### config.mk
export PLATFORM = sky130hd
export DESIGN_NAME = rn_ctrl
export DESIGN_NICKNAME = d
export VERILOG_FILES = /design/src/rtl/rn_ctrl.sv
export SDC_FILE = /design/constraint.sdc
export NUM_CORES = 1
export LEC_CHECK = 0
export CAP_MARGIN = 15
export CELL_PAD_IN_SITES_DETAIL_PLACEMENT = 0
export CELL_PAD_IN_SITES_GLOBAL_PLACEMENT = 1
export CORE_ASPECT_RATIO = 0.9
export CORE_MARGIN = 3
export CORE_UTILIZATION = 49
export DETAILED_ROUTE_END_ITERATION = 8
export DONT_BUFFER_PORTS = 1
export PLACE_DENSITY_LB_ADDON = 0.1
export SLEW_MARGIN = 20
export SYNTH_ARGS = -nofsm -noshare
export SYNTH_HDL_FRONTEND = slang
export SYNTH_SLANG_ARGS = --single-unit
### constraint.sdc
create_clock -name clock -period 4.69 [get_ports clock]
set_input_delay 0.938 -clock clock [delete_from_list [all_inputs] [get_ports clock]]
set_output_delay 0.938 -clock clock [all_outputs]
set_load 0.02 [all_outputs]
### src/rtl/rn_ctrl.sv
// rn_ctrl: rename/dispatch resource controller for the 2-wide rename stage.
// Tracks free physical registers, ROB occupancy and RS occupancy, grants
// in-order rename slots from registered credit, and holds a fixed-length
// recovery window after a branch rollback.
module rn_ctrl #(
    parameter int PREG_NUM       = 64,
    parameter int AREG_NUM       = 32,
    parameter int ROB_SIZE       = 32,
    parameter int RS_SIZE        = 16,
    parameter int RECOVER_CYCLES = 2
) (
    input  logic                          clock,
    input  logic                          reset,
    input  logic [1:0]                    req_valid,
    input  logic [1:0]                    req_has_dest,
    input  logic [1:0]                    retire_valid,
    input  logic [1:0]                    retire_free,
    input  logic [1:0]                    rs_release,
    input  logic                          rollback_en,
    output logic [1:0]                    grant,
    output logic                          rn_stall,
    output logic                          recovering,
    output logic [$clog2(PREG_NUM+1)-1:0] fl_count,
    output logic [$clog2(ROB_SIZE+1)-1:0] rob_count,
    output logic [$clog2(RS_SIZE+1)-1:0]  rs_count,
    output logic                          err
);

    localparam int FL_CAP = PREG_NUM - AREG_NUM;
    localparam int FLW    = $clog2(PREG_NUM + 1);
    localparam int ROBW   = $clog2(ROB_SIZE + 1);
    localparam int RSW    = $clog2(RS_SIZE + 1);
    localparam int RCW    = $clog2(RECOVER_CYCLES + 1);

    typedef enum logic {RUN, RECOVER} state_t;

    state_t          state;
    logic [RCW-1:0]  rcv_cnt;

    logic [ROBW-1:0] rob_free;
    logic [RSW-1:0]  rs_free;
    logic            slot0_ok;
    logic            slot1_ok;

    int              fl_sum, rob_sum, rs_sum;
    logic [FLW-1:0]  fl_nxt;
    logic [ROBW-1:0] rob_nxt;
    logic [RSW-1:0]  rs_nxt;
    logic            cnt_bad;

    function automatic logic [1:0] pop2(input logic [1:0] v);
        return {1'b0, v[0]} + {1'b0, v[1]};
    endfunction

    function automatic int clamp(input int v, input int cap);
        if (v > cap) return cap;
        if (v < 0)   return 0;
        return v;
    endfunction

    // Slot grants from registered credit only; slot 1 never bypasses slot 0.
    always_comb begin
        // NOTE: every output of a combinational block gets a default first so no latch is inferred.
        grant    = 2'b00;
        rob_free = ROBW'(ROB_SIZE) - rob_count;
        rs_free  = RSW'(RS_SIZE) - rs_count;
        slot0_ok = !reset && (state == RUN) && !rollback_en && req_valid[0]
                   && (rob_free >= ROBW'(1)) && (rs_free >= RSW'(1))
                   && (!req_has_dest[0] || (fl_count >= FLW'(1)));
        slot1_ok = slot0_ok && req_valid[1]
                   && (rob_free >= ROBW'(2)) && (rs_free >= RSW'(2))
                   && (fl_count >= FLW'(pop2(req_has_dest)));
        grant    = {slot1_ok, slot0_ok};
    end

    // Stall upstream whenever a valid slot is held back or recovery is active.
    always_comb begin
        rn_stall = 1'b0;
        if (!reset)
            rn_stall = ((req_valid & ~grant) != 2'b00) || (state == RECOVER) || rollback_en;
    end

    assign recovering = (state == RECOVER);

    // Net next-cycle counter values with saturation and overflow detection.
    always_comb begin
        fl_sum  = int'(fl_count) + int'(pop2(retire_free)) - int'(pop2(grant & req_has_dest));
        rob_sum = int'(rob_count) + int'(pop2(grant)) - int'(pop2(retire_valid));
        rs_sum  = int'(rs_count) + int'(pop2(grant)) - int'(pop2(rs_release));
        fl_nxt  = FLW'(clamp(fl_sum, FL_CAP));
        rob_nxt = ROBW'(clamp(rob_sum, ROB_SIZE));
        rs_nxt  = RSW'(clamp(rs_sum, RS_SIZE));
        cnt_bad = (fl_sum  < 0) || (fl_sum  > FL_CAP)
               || (rob_sum < 0) || (rob_sum > ROB_SIZE)
               || (rs_sum  < 0) || (rs_sum  > RS_SIZE);
    end

    // RUN/RECOVER sequencing and credit counter state.
    always_ff @(posedge clock or posedge reset) begin
        // NOTE: sequential state uses non-blocking assignments so all registers update from pre-edge values.
        if (reset) begin
            state     <= RUN;
            rcv_cnt   <= '0;
            fl_count  <= FLW'(FL_CAP);
            rob_count <= '0;
            rs_count  <= '0;
            err       <= 1'b0;
        end else if (rollback_en) begin
            // Flush all speculative occupancy regardless of same-cycle retire/release.
            state     <= RECOVER;
            rcv_cnt   <= RCW'(RECOVER_CYCLES);
            fl_count  <= FLW'(FL_CAP);
            rob_count <= '0;
            rs_count  <= '0;
        end else begin
            case (state)
                RUN: begin
                    fl_count  <= fl_nxt;
                    rob_count <= rob_nxt;
                    rs_count  <= rs_nxt;
                    err       <= err | cnt_bad;
                end
                RECOVER: begin
                    if (rcv_cnt <= RCW'(1))
                        state <= RUN;
                    rcv_cnt <= rcv_cnt - RCW'(1);
                end
                default: state <= RUN;
            endcase
        end
    end

endmodule

==> results.py <==
metrics = {
    "finish": {
        "drive_above_1_share_pct": 30.0,
        "antennaDiodeCount": 0,
        "fin_nets": 399,
        "fin_area_um2": 3280,
        "final_core_util_pct": 65.8,
        "seq_area_um2": 552,
        "area_growth_pct": 25.4,
        "nFillCells": 439,
        "multiInputGateArea_um2": 2010,
    },
    "logic_synthesis": {
        "synthMuxAreaShare_pct": 0.765,
        "synth_seq_cells": 22,
        "synth_xor_area_share_pct": 5.02,
        "synth_compound_area_share_pct": 18.4,
        "yosys.cell_types.count": 62,
        "yosysTopAreaCell": "ha_1",
        "synth-edff-count": 0,
        "yosysSeqAreaShare_pct": 21.1,
        "synth_common_cells": "inv_1, ha_1, dfrtp_1",
        "syn-cell-area_um2": 2620,
        "synth_top_family_by_area": "adder cells",
        "synth_fa_ha_area_share_pct": 27.5,
        "synth_area_per_cell_um2": 9.08,
        "synthSimpleGateAreaFrac_pct": 18.4,
        "synth_async_sr_flop_share_pct": 100,
        "synthCells": 288,
        "synth_most_common_cell": "inv_1",
        "yosys_most_used_dff": "dfrtp_1",
        "synth_top_area_share_pct": 20.6,
        "yosysWarnings": 0,
        "syn_nets": 353,
        "yosys-top-cells-area": "ha_1, dfrtp_1, inv_1, fa_1, xnor2_1",
    },
    "clock_network": {
        "clockBufferDepth": 2,
        "cts_max_level": 1,
        "root_buffer": "clkbuf_8",
        "cts_tree": "built",
        "postCtsHoldBufs": 0,
        "cts.sinks": 22,
        "clk_latency_ns": 0.27,
        "clk_pin_slew_ns": 0.08,
        "cts_buffers": 3,
    },
    "sta": {
        "tightest_slew_ns": 0.715,
        "final.period_utilization_pct": 98.6,
        "setup_tns_ns": 0,
        "fmax_mhz": 216,
        "hold_violations": 0,
        "period_needed_ns": 4.63,
        "finalMaxSlewViolations": 0,
        "worst_hold_slack_ns": 0.542,
        "max-slew-margin-rel_pct": 52.1,
        "skew_ns": 0.00649,
        "setup_viol": 0,
    },
    "global_routing": {
        "use_met2_pct": 34.5,
        "gr-total-overflow": 0,
        "grt_pass1_wl_mm": 10.6,
        "grt_max_degree": 25,
        "grt_pass1_vias": 2153,
        "antenna_found_initial": 0,
        "met3_usage_pct": 4.65,
        "busiest_layer": "met2",
        "track_usage_pct": 21.0,
        "groute.layer.met1.usage_pct": 29.3,
    },
    "floorplanning": {
        "die_w_um": 83.0,
        "num_rows": 24,
        "start_util_pct": 52.5,
        "core_um2": 4980,
        "dieHeight_um": 75.3,
        "fp.dieArea_um2": 6250,
        "io-pin-count": 36,
    },
    "placement": {
        "dp_hpwl_mm": 5.31,
        "gp_congestion": 0.794,
        "numPortBuffers": 0,
        "dpl-instance-area_um2": 3000,
    },
    "drt": {
        "remaining_drc_errors": 0,
        "vias": 2197,
        "drtAntennaViolNets": 0,
        "vias_per_cell": 5.52,
        "drt_pass1_iterations": 4,
        "wl_mm": 6.56,
        "drt_iter0_markers": 80,
        "wl_per_cell_um": 16.5,
    },
    "pwr": {
        "finalPower_mw": 0.931,
        "power_frac_seq_pct": 24.5,
        "power_density_nw_per_um2": 284,
        "p_clk_share_pct": 19.3,
        "p_sw_mw": 0.365,
        "pwr-share-comb_pct": 56.2,
        "cellLeakagePower_nw": 1.56,
        "vdd_drop_max_v": 0.000238,
        "sw_frac_of_total_pct": 39.2,
        "p_int_mw": 0.566,
    },
    "hold_path": {
        "hold_class": "reg2reg",
    },
    "critical_path": {
        "start_kind": "input port",
        "r2r_cells": 21,
        "worstPathRequired_ns": 4.89,
        "crit_path_start": "req_has_dest[1]",
        "endpoint": "rs_count[3]$_DFFE_PP0P_",
        "rrSetupSlack_ns": 0.15,
        "crit_path_end_kind": "flop",
        "r2r-start": "rs_count[0]$_DFFE_PP0P_",
        "arrival_ns": 4.82,
        "critPathMaxFanout": 3,
        "r2r_end": "rs_count[3]$_DFFE_PP0P_",
        "path_class": "in2reg",
    },
    "outcome": {
        "status": "finished clean",
    },
    "run": {
        "drv_cap": 0,
    },
}
[through the flow]
step,std cells,worst slack (ns)
floorplan,288,0.00653
global placement,387,-0.264
detailed placement,387,-0.350
CTS,393,0.00732
global route,398,-0.0363
finish,398,0.0648
[cell type report]
type / count / area share [%]
Multi-Input combinational cell: 206 / 61.4
Sequential cell: 22 / 16.8
Timing Repair Buffer: 47 / 10.9
Inverter: 54 / 6.29
Tap cell: 65 / 2.48
Clock buffer: 3 / 1.26
Clock inverter: 1 / 0.915
[critical path, cell delays in order]
cell and delay, ns:
ha_4 0.25, ha_4 0.19, o2bb2ai_1 0.13, a221o_1 0.35
o211ai_1 0.12, nor3_2 0.07, buf_4 0.15, ha_4 0.25
inv_2 0.05, fa_1 0.55, inv_2 0.05, ha_4 0.16
fa_2 0.40, a21oi_2 0.16, o21bai_2 0.09, xor2_1 0.21
o211ai_1 0.16, or3_4 0.42, o21ai_2 0.14
[kinds of logic (layout without fill, tap and decap cells)]
logic type	after synthesis	in the layout
AND/OR/NAND/NOR	79	79
flip-flops	22	22
multiplexers	2	2
adder cells (fa/ha/maj)	52	52
AO/OA/AOI/OAI	58	58
XOR/XNOR	15	15
buffers and inverters	60	105
[how the worst min path moves through the flow]
stage	from	end	slack, ns	depth (start not counted)
6_report	rcv_cnt[1]$_DFFE_PP0N_	recovering$_DFF_PP0_	0.54	2
5_1_grt	rcv_cnt[1]$_DFFE_PP0N_	recovering$_DFF_PP0_	0.59	2
4_1_cts	rcv_cnt[1]$_DFFE_PP0N_	recovering$_DFF_PP0_	0.55	2
2_1_floorplan	rcv_cnt[1]$_DFFE_PP0N_	recovering$_DFF_PP0_	0.50	2
3_5_place_dp	rcv_cnt[1]$_DFFE_PP0N_	recovering$_DFF_PP0_	0.54	2
3_3_place_gp	rcv_cnt[1]$_DFFE_PP0N_	recovering$_DFF_PP0_	0.53	2
[placed cells by master (no fill, tap or decap), types with 6 or more instances in the layout]
cell,count
a21oi_1,8
buf_4,46
nor2_1,7
xnor2_1,9
inv_2,7
ha_4,6
nor3_1,7
ha_1,36
inv_1,46
a32o_1,6
nand2_1,19
dfrtp_1,21
[routing by layer]
layer	vias to the layer above	share of wire (%)
met1	1051	47
met5	-	0
met3	7	5.2
met2	48	46
met4	0	0.93
li1	1091	-
[state kept, by name (all words and copies together) (netlist names)]
name        flops
err             1
fl_count        7
rcv_cnt         2
rs_count        5
recovering      1
rob_count       6
[power by group through the flow]
stage	Clock, mW	Sequential (mW)	Combinational [mW]
after floorplan	0	0.253	0.298
after global placement	0	0.232	0.450
after detailed placement	0	0.232	0.460
after CTS	0.184	0.228	0.476
after global routing	0.193	0.233	0.568
final	0.180	0.228	0.523
[timing repair]
action	CTS	global route
setup buffers	2	5
gates resized for setup	11	27
pin swaps	6	16
endpoints found under the setup margin	13	17
(Power assumes the default switching activity.)
